**src/rtl/m4_video_pkg.sv**
```systemverilog
// Shared types, default geometry and helpers for the Model 4 video capture path.
package m4_video_pkg;

    typedef enum logic {
        MODE_NARROW = 1'b0,
        MODE_WIDE   = 1'b1
    } mode_t;

    typedef enum logic [1:0] {
        ST_CLEAR   = 2'd0,
        ST_WAIT_VS = 2'd1,
        ST_ACTIVE  = 2'd2
    } state_t;

    localparam int DEF_FB_W   = 800;
    localparam int DEF_FB_H   = 240;
    localparam int DEF_XOFF_N = 16;
    localparam int DEF_YOFF_N = 0;
    localparam int DEF_XOFF_W = -70;
    localparam int DEF_YOFF_W = -8;

    // Bits needed to hold 0..n-1, never less than one.
    function automatic int addr_bits(input int n);
        return (n > 1) ? $clog2(n) : 1;
    endfunction

endpackage

```
**src/rtl/m4_sync2.sv**
```systemverilog
// Two-flop synchroniser for one async input, with a registered falling-edge pulse
// aligned to the first cycle the synchronised copy reads low.
module m4_sync2 (
    input  logic i_dotclk,
    input  logic i_reset,
    input  logic din,
    output logic sync,
    output logic fall
);

    logic meta;

    always_ff @(posedge i_dotclk) begin
        if (i_reset) begin
            meta <= 1'b0;
            sync <= 1'b0;
            fall <= 1'b0;
        end else begin
            meta <= din;
            sync <= meta;
            fall <= sync & ~meta;
        end
    end

endmodule

```
**src/rtl/m4_capture.sv**
```systemverilog
// Model 4 video input monitor: turns synchronised hsync/vsync/video into framebuffer
// pixel writes, tracks narrow/wide geometry and sweeps the framebuffer clear on changes.
//
//   state      | meaning
//   -----------+---------------------------------------------------------------
//   ST_CLEAR   | write 0 to every framebuffer address, one per cycle
//   ST_WAIT_VS | idle until the next frame boundary (vsync falling edge)
//   ST_ACTIVE  | write captured pixels that land inside the framebuffer window
module m4_capture
    import m4_video_pkg::*;
#(
    parameter int FB_W         = DEF_FB_W,
    parameter int FB_H         = DEF_FB_H,
    parameter int ADDR_W       = 18,
    parameter int CNT_W        = 10,
    parameter int MIN_DOTS     = 320,
    parameter int MODE_THRESH  = 720,
    parameter int MODE_CONFIRM = 2,
    parameter int XOFF_N       = DEF_XOFF_N,
    parameter int YOFF_N       = DEF_YOFF_N,
    parameter int XOFF_W       = DEF_XOFF_W,
    parameter int YOFF_W       = DEF_YOFF_W
) (
    input  logic              i_dotclk,
    input  logic              i_reset,
    input  logic              i_hsync,
    input  logic              i_vsync,
    input  logic              i_video,
    output logic [ADDR_W-1:0] o_waddr,
    output logic              o_pixel_state,
    output logic              o_wren,
    output logic              o_mode,
    output logic              o_clearing,
    output logic [CNT_W-1:0]  o_dots_per_line
);

    localparam int PW    = CNT_W + 2;
    localparam int CLR_W = addr_bits(FB_W * FB_H);
    localparam int AGR_W = addr_bits(MODE_CONFIRM + 1);

    localparam logic [CLR_W-1:0]      CLR_LAST   = CLR_W'(FB_W * FB_H - 1);
    localparam logic [AGR_W-1:0]      CONFIRM_C  = AGR_W'(MODE_CONFIRM);
    localparam logic [CNT_W-1:0]      CNT_MAX    = '1;
    localparam logic [CNT_W-1:0]      MIN_DOTS_C = CNT_W'(MIN_DOTS);
    localparam logic [CNT_W-1:0]      THRESH_C   = CNT_W'(MODE_THRESH);
    localparam logic signed [PW-1:0]  XOFF_N_C   = PW'(XOFF_N);
    localparam logic signed [PW-1:0]  YOFF_N_C   = PW'(YOFF_N);
    localparam logic signed [PW-1:0]  XOFF_W_C   = PW'(XOFF_W);
    localparam logic signed [PW-1:0]  YOFF_W_C   = PW'(YOFF_W);
    localparam logic signed [PW-1:0]  FB_W_C     = PW'(FB_W);
    localparam logic signed [PW-1:0]  FB_H_C     = PW'(FB_H);
    localparam logic [ADDR_W-1:0]     FB_W_A     = ADDR_W'(FB_W);

    logic hs_s, hs_fall, vs_s, vs_fall, video_s, unused_video_fall;

    state_t             state, state_nx;
    mode_t              mode, mode_nx, cand;
    logic [AGR_W-1:0]   agree, agree_nx;
    logic [CLR_W-1:0]   clr_cnt, clr_nx;
    logic [CNT_W-1:0]   x_cnt, y_cnt, line_max, line_upd, frame_max, dots;
    logic               frame_ok, mode_switch, in_win;
    logic signed [PW-1:0] xoff, yoff, px, py;
    logic [ADDR_W-1:0]  win_addr, waddr_nx;
    logic               wren_nx, pix_nx, clearing_nx;

    m4_sync2 u_sync_hs (.i_dotclk(i_dotclk), .i_reset(i_reset), .din(i_hsync),
                        .sync(hs_s), .fall(hs_fall));
    m4_sync2 u_sync_vs (.i_dotclk(i_dotclk), .i_reset(i_reset), .din(i_vsync),
                        .sync(vs_s), .fall(vs_fall));
    m4_sync2 u_sync_vd (.i_dotclk(i_dotclk), .i_reset(i_reset), .din(i_video),
                        .sync(video_s), .fall(unused_video_fall));

    assign o_mode          = mode;
    assign o_dots_per_line = dots;

    always_comb begin
        line_upd  = (x_cnt > line_max) ? x_cnt : line_max;
        // A line ending on the same cycle as the frame still counts toward the frame.
        frame_max = hs_fall ? line_upd : line_max;
        frame_ok  = vs_fall && (frame_max > MIN_DOTS_C);
        cand      = (frame_max > THRESH_C) ? MODE_WIDE : MODE_NARROW;

        mode_nx     = mode;
        agree_nx    = agree;
        mode_switch = 1'b0;
        if (frame_ok) begin
            if (cand == mode) begin
                agree_nx = '0;
            end else if ((agree + AGR_W'(1)) >= CONFIRM_C) begin
                mode_nx     = cand;
                agree_nx    = '0;
                mode_switch = 1'b1;
            end else begin
                agree_nx = agree + AGR_W'(1);
            end
        end

        xoff     = (mode == MODE_WIDE) ? XOFF_W_C : XOFF_N_C;
        yoff     = (mode == MODE_WIDE) ? YOFF_W_C : YOFF_N_C;
        px       = $signed({2'b00, x_cnt}) + xoff;
        py       = $signed({2'b00, y_cnt}) + yoff;
        in_win   = !px[PW-1] && (px < FB_W_C) && !py[PW-1] && (py < FB_H_C);
        win_addr = ADDR_W'(py[PW-2:0]) * FB_W_A + ADDR_W'(px[PW-2:0]);
    end

    always_comb begin
        state_nx    = state;
        clr_nx      = clr_cnt;
        waddr_nx    = o_waddr;
        pix_nx      = o_pixel_state;
        wren_nx     = 1'b0;
        clearing_nx = 1'b0;
        case (state)
            ST_CLEAR: begin
                wren_nx     = 1'b1;
                pix_nx      = 1'b0;
                waddr_nx    = ADDR_W'(clr_cnt);
                clearing_nx = 1'b1;
                if (clr_cnt == CLR_LAST) begin
                    state_nx = ST_WAIT_VS;
                end else begin
                    clr_nx = clr_cnt + CLR_W'(1);
                end
            end
            ST_WAIT_VS: begin
                if (vs_fall) begin
                    state_nx = ST_ACTIVE;
                end
            end
            ST_ACTIVE: begin
                if (vs_s && !hs_fall && in_win) begin
                    wren_nx  = 1'b1;
                    pix_nx   = video_s;
                    waddr_nx = win_addr;
                end
            end
            default: state_nx = ST_CLEAR;
        endcase
        if (mode_switch) begin
            state_nx = ST_CLEAR;
            clr_nx   = '0;
        end
    end

    always_ff @(posedge i_dotclk) begin
        if (i_reset) begin
            state         <= ST_CLEAR;
            clr_cnt       <= '0;
            mode          <= MODE_NARROW;
            agree         <= '0;
            x_cnt         <= '0;
            y_cnt         <= '0;
            line_max      <= '0;
            dots          <= '0;
            o_waddr       <= '0;
            o_pixel_state <= 1'b0;
            o_wren        <= 1'b0;
            o_clearing    <= 1'b1;
        end else begin
            state         <= state_nx;
            clr_cnt       <= clr_nx;
            mode          <= mode_nx;
            agree         <= agree_nx;
            o_waddr       <= waddr_nx;
            o_pixel_state <= pix_nx;
            o_wren        <= wren_nx;
            o_clearing    <= clearing_nx;

            if (!vs_s) begin
                x_cnt <= '0;
                y_cnt <= '0;
            end else if (hs_fall) begin
                x_cnt <= '0;
                if (y_cnt != CNT_MAX) begin
                    y_cnt <= y_cnt + CNT_W'(1);
                end
            end else if (x_cnt != CNT_MAX) begin
                x_cnt <= x_cnt + CNT_W'(1);
            end

            if (vs_fall) begin
                line_max <= '0;
            end else if (hs_fall) begin
                line_max <= line_upd;
            end

            if (frame_ok) begin
                dots <= frame_max;
            end
        end
    end

endmodule
```
**config.mk**
```make
export PLATFORM = sky130hd
export DESIGN_NAME = m4_capture
export DESIGN_NICKNAME = d
export VERILOG_FILES = /design/src/rtl/m4_video_pkg.sv /design/src/rtl/m4_sync2.sv /design/src/rtl/m4_capture.sv
export SDC_FILE = /design/constraint.sdc
export NUM_CORES = 1
export LEC_CHECK = 0
export ABC_AREA = 1
export CAP_MARGIN = 5
export CORE_MARGIN = 4
export CORE_UTILIZATION = 60
export DETAILED_ROUTE_END_ITERATION = 12
export PLACE_DENSITY = 0.84
export SETUP_SLACK_MARGIN = 0.1
export SLEW_MARGIN = 0
export SYNTH_ARGS = -nofsm -noshare
export SYNTH_HDL_FRONTEND = slang
export SYNTH_SLANG_ARGS = --single-unit
```
**constraint.sdc**
```tcl
create_clock -name i_dotclk -period 5.8 [get_ports i_dotclk]
set_clock_uncertainty 0.05 [all_clocks]
set_input_delay 0.87 -clock i_dotclk [delete_from_list [all_inputs] [get_ports i_dotclk]]
set_output_delay 0.87 -clock i_dotclk [all_outputs]
set_load 0.02 [all_outputs]
```
==> flow_summary.toml <==
[route]
drc = 0
top_layer = "met4"
vias = 5713
drtIter0Drc = 387
routed_wl_mm = 14.1
wl_met2_mm = 6.64
wl_met3_um = 574
wl_per_cell_um = 13.1
ant_nets = 0
first_pass_iters = 7
via_per_inst = 5.34
routedLengthMet1_mm = 6.39

[placement]
placed_cell_area_um2 = 6760
io_buffers = 36
hpwl_mm = 10.9
gp_congestion = 0.908

[timing]
worst_pin_slew_ns = 0.764
maxSlewHeadroom_pct = 48.7
setup_viol = 0
grt_setup_unrepaired = "no"
final_max_slew_viol_count = 0
period_share_pct = 79.0
fmax_mhz = 218
post-route-min-period_ns = 4.58
hold_viol_final = 0
tns_ns = 0

[flow_run]
max-cap-violations = 0

[floorplan]
die-area_um2 = 12300
coreArea_um2 = 10300
die_h_um = 111
rows = 37
die_w_um = 111
initial_utilization_pct = 61.4
io_pins = 37

[run_status]
status = "complete, no violations"

[synthesis]
syn_area_um2 = 6340
synth_top_area_share_pct = 29.1
ys_warn_count = 0
syn_area_per_cell_um2 = 7.05
netlist-cell-type-count = 43
synth.area.top_cells = "dfxtp_1 29%, ha_1 13%, nand2_1 10%"
yosys.area.top_type = "dfxtp_1"
synth_ff_type = "dfxtp_1"
ys_ff_latch = 92
yosysSeqAreaShare_pct = 29.1
async_reset_ff_share_pct = 0
synth_fp_nets = 976
synth_edf_count = 0
synth_cells = 899

[worst_setup_path]
critical_path_class = "reg -> reg"
crit_arrival_ns = 4.82
worstRegToRegCells = 23
critical_path_peak_fanout = 26
r2r-end = "o_waddr[16]"
r2r_start = "o_mode"
cp-end-kind = "register"
required_ns = 6.04
start_kind = "register"
reg2reg_slack_ns = 1.22

[global_routing]
grt_max_degree = 28
antenna_found_initial = 0
grt_util_all_layers_pct = 23.7
grt_pass1_vias = 5466
grt_overflow_total = 0
grt_pass1_wl_mm = 24.5

[cts]
cts_sinks = 92
insertion_delay_ns = 0.37
post_cts_buffers = 0
root_buffer = "clkbuf_8"
cts_buffers = 9
cts_resized = 0
h-tree-depth = 3
ctsHoldBuffers = 0
clk_pin_slew_worst_paths_ns = 0.11
cts_buffer_depth = 2
cts_tree = "yes"

[power_and_ir_drop]
leakage_nw = 3.21
ir_drop_v = 0.000183
powerDensity_nw_per_um2 = 160
power.total_mw = 1.11

[finish]
final_util_pct = 67.4
most-common-layout-cells = "174 x nand2_1, 145 x inv_1, 92 x dfxtp_1"
antennaDiodeCount = 0
final_cell_area_um2 = 6950
drive_gt1_share_pct = 7.28
nets = 1006
layout.cells.most_common = "nand2_1"
syn2layout_area_growth_pct = 9.76

[hold_path]
worstHoldEndpoint = "u_sync_vd.sync"
hold_class = "reg -> reg"
hold_depth = 2
hp-start = "u_sync_vd.meta"
worst max-delay path, cell delays in order, from the launching register on:
cell and delay (ns):
dfxtp_1 0.32, buf_4 0.29, ha_1 0.35, a21oi_1 0.17, nand2_1 0.14, xor2_1 0.30, ha_1 0.31, ha_1 0.28
inv_1 0.05, fa_1 0.52, inv_1 0.04, ha_1 0.33, a21oi_1 0.21, inv_1 0.06, nor2_1 0.10, o31ai_1 0.08
xor2_1 0.16, nor2_1 0.27, nand2_1 0.09, nand2_1 0.07, nand3_1 0.06, nand2_1 0.06, nand2_1 0.05, a21oi_1 0.15
worst max path at each step:
stage           start           to  slack [ns]  cells past startpoint
6_report       o_mode  o_waddr[16]        1.22                     23
5_1_grt        o_mode  o_waddr[16]        0.81                     23
4_1_cts        o_mode  o_waddr[16]        1.23                     23
3_5_place_dp   o_mode  o_waddr[17]        1.26                     22
3_3_place_gp   o_mode  o_waddr[16]        1.45                     23
2_1_floorplan  o_mode  o_waddr[15]        1.38                     21
registers in the layout, indices dropped and copies added, names as in the netlist, 2 cells and up:
| register | count |
|---|---|
| state | 2 |
| o_waddr | 18 |
| agree | 2 |
| line_max | 10 |
| clr_cnt | 18 |
| y_cnt | 10 |
| o_dots_per_line | 10 |
| x_cnt | 10 |
power by group:
group	total, mW	switching, mW	internal [mW]
clock network	0.423	0.257	0.167
registers	0.642	0.00428	0.637
logic	0.0458	0.0305	0.0153
metal layers:
metal / global-route usage, % / vias to the layer above
met2: 40.5 / 111
met5: 0 / -
li1: - / 2939
met4: 9.11 / 0
met1: 29.6 / 2623
met3: 4.20 / 40
cells in the mapped netlist (all sizes together) (8+ instances only):
master  instances
a21oi          50
buf            12
clkbuf          8
dfxtp          92
ha             65
inv           149
nand2         183
nand3          58
nand4          13
nor2          110
nor3           20
o21ai          60
xnor2          10
xor2           33
logic make-up (layout without fill, tap and decap cells):
family / Yosys count / count (layout) / share of synthesized area (%)
AOI/OAI and AO/OA: 127 / 127 / 10.8
adders and majority gates: 72 / 72 / 15.0
DFF: 92 / 92 / 29.1
xor gates and xnor gates: 43 / 43 / 5.94
and+or+nand+nor: 394 / 394 / 28.1
buffers and inverters: 171 / 206 / 11.0
metrics by stage:
step / std cells / hold WS, ns / worst slack (ns)
floorplan: 899 / 0.338 / 1.38
global placement: 1054 / 0.342 / 1.45
detailed placement: 1054 / 0.345 / 1.26
CTS: 1070 / 0.360 / 1.23
global route: 1070 / 0.383 / 0.807
finish: 1070 / 0.358 / 1.22
area by class of cell:
class	instances	area, um^2
clock inverter	7	68.8
clock buffer	9	124
multi-input combinational	636	3800
timing repair buffer	39	383
fill	922	3370
inverter	151	569
sequential	92	1840
tap	136	170
No activity file was read; power rests on OpenSTA's default activity.
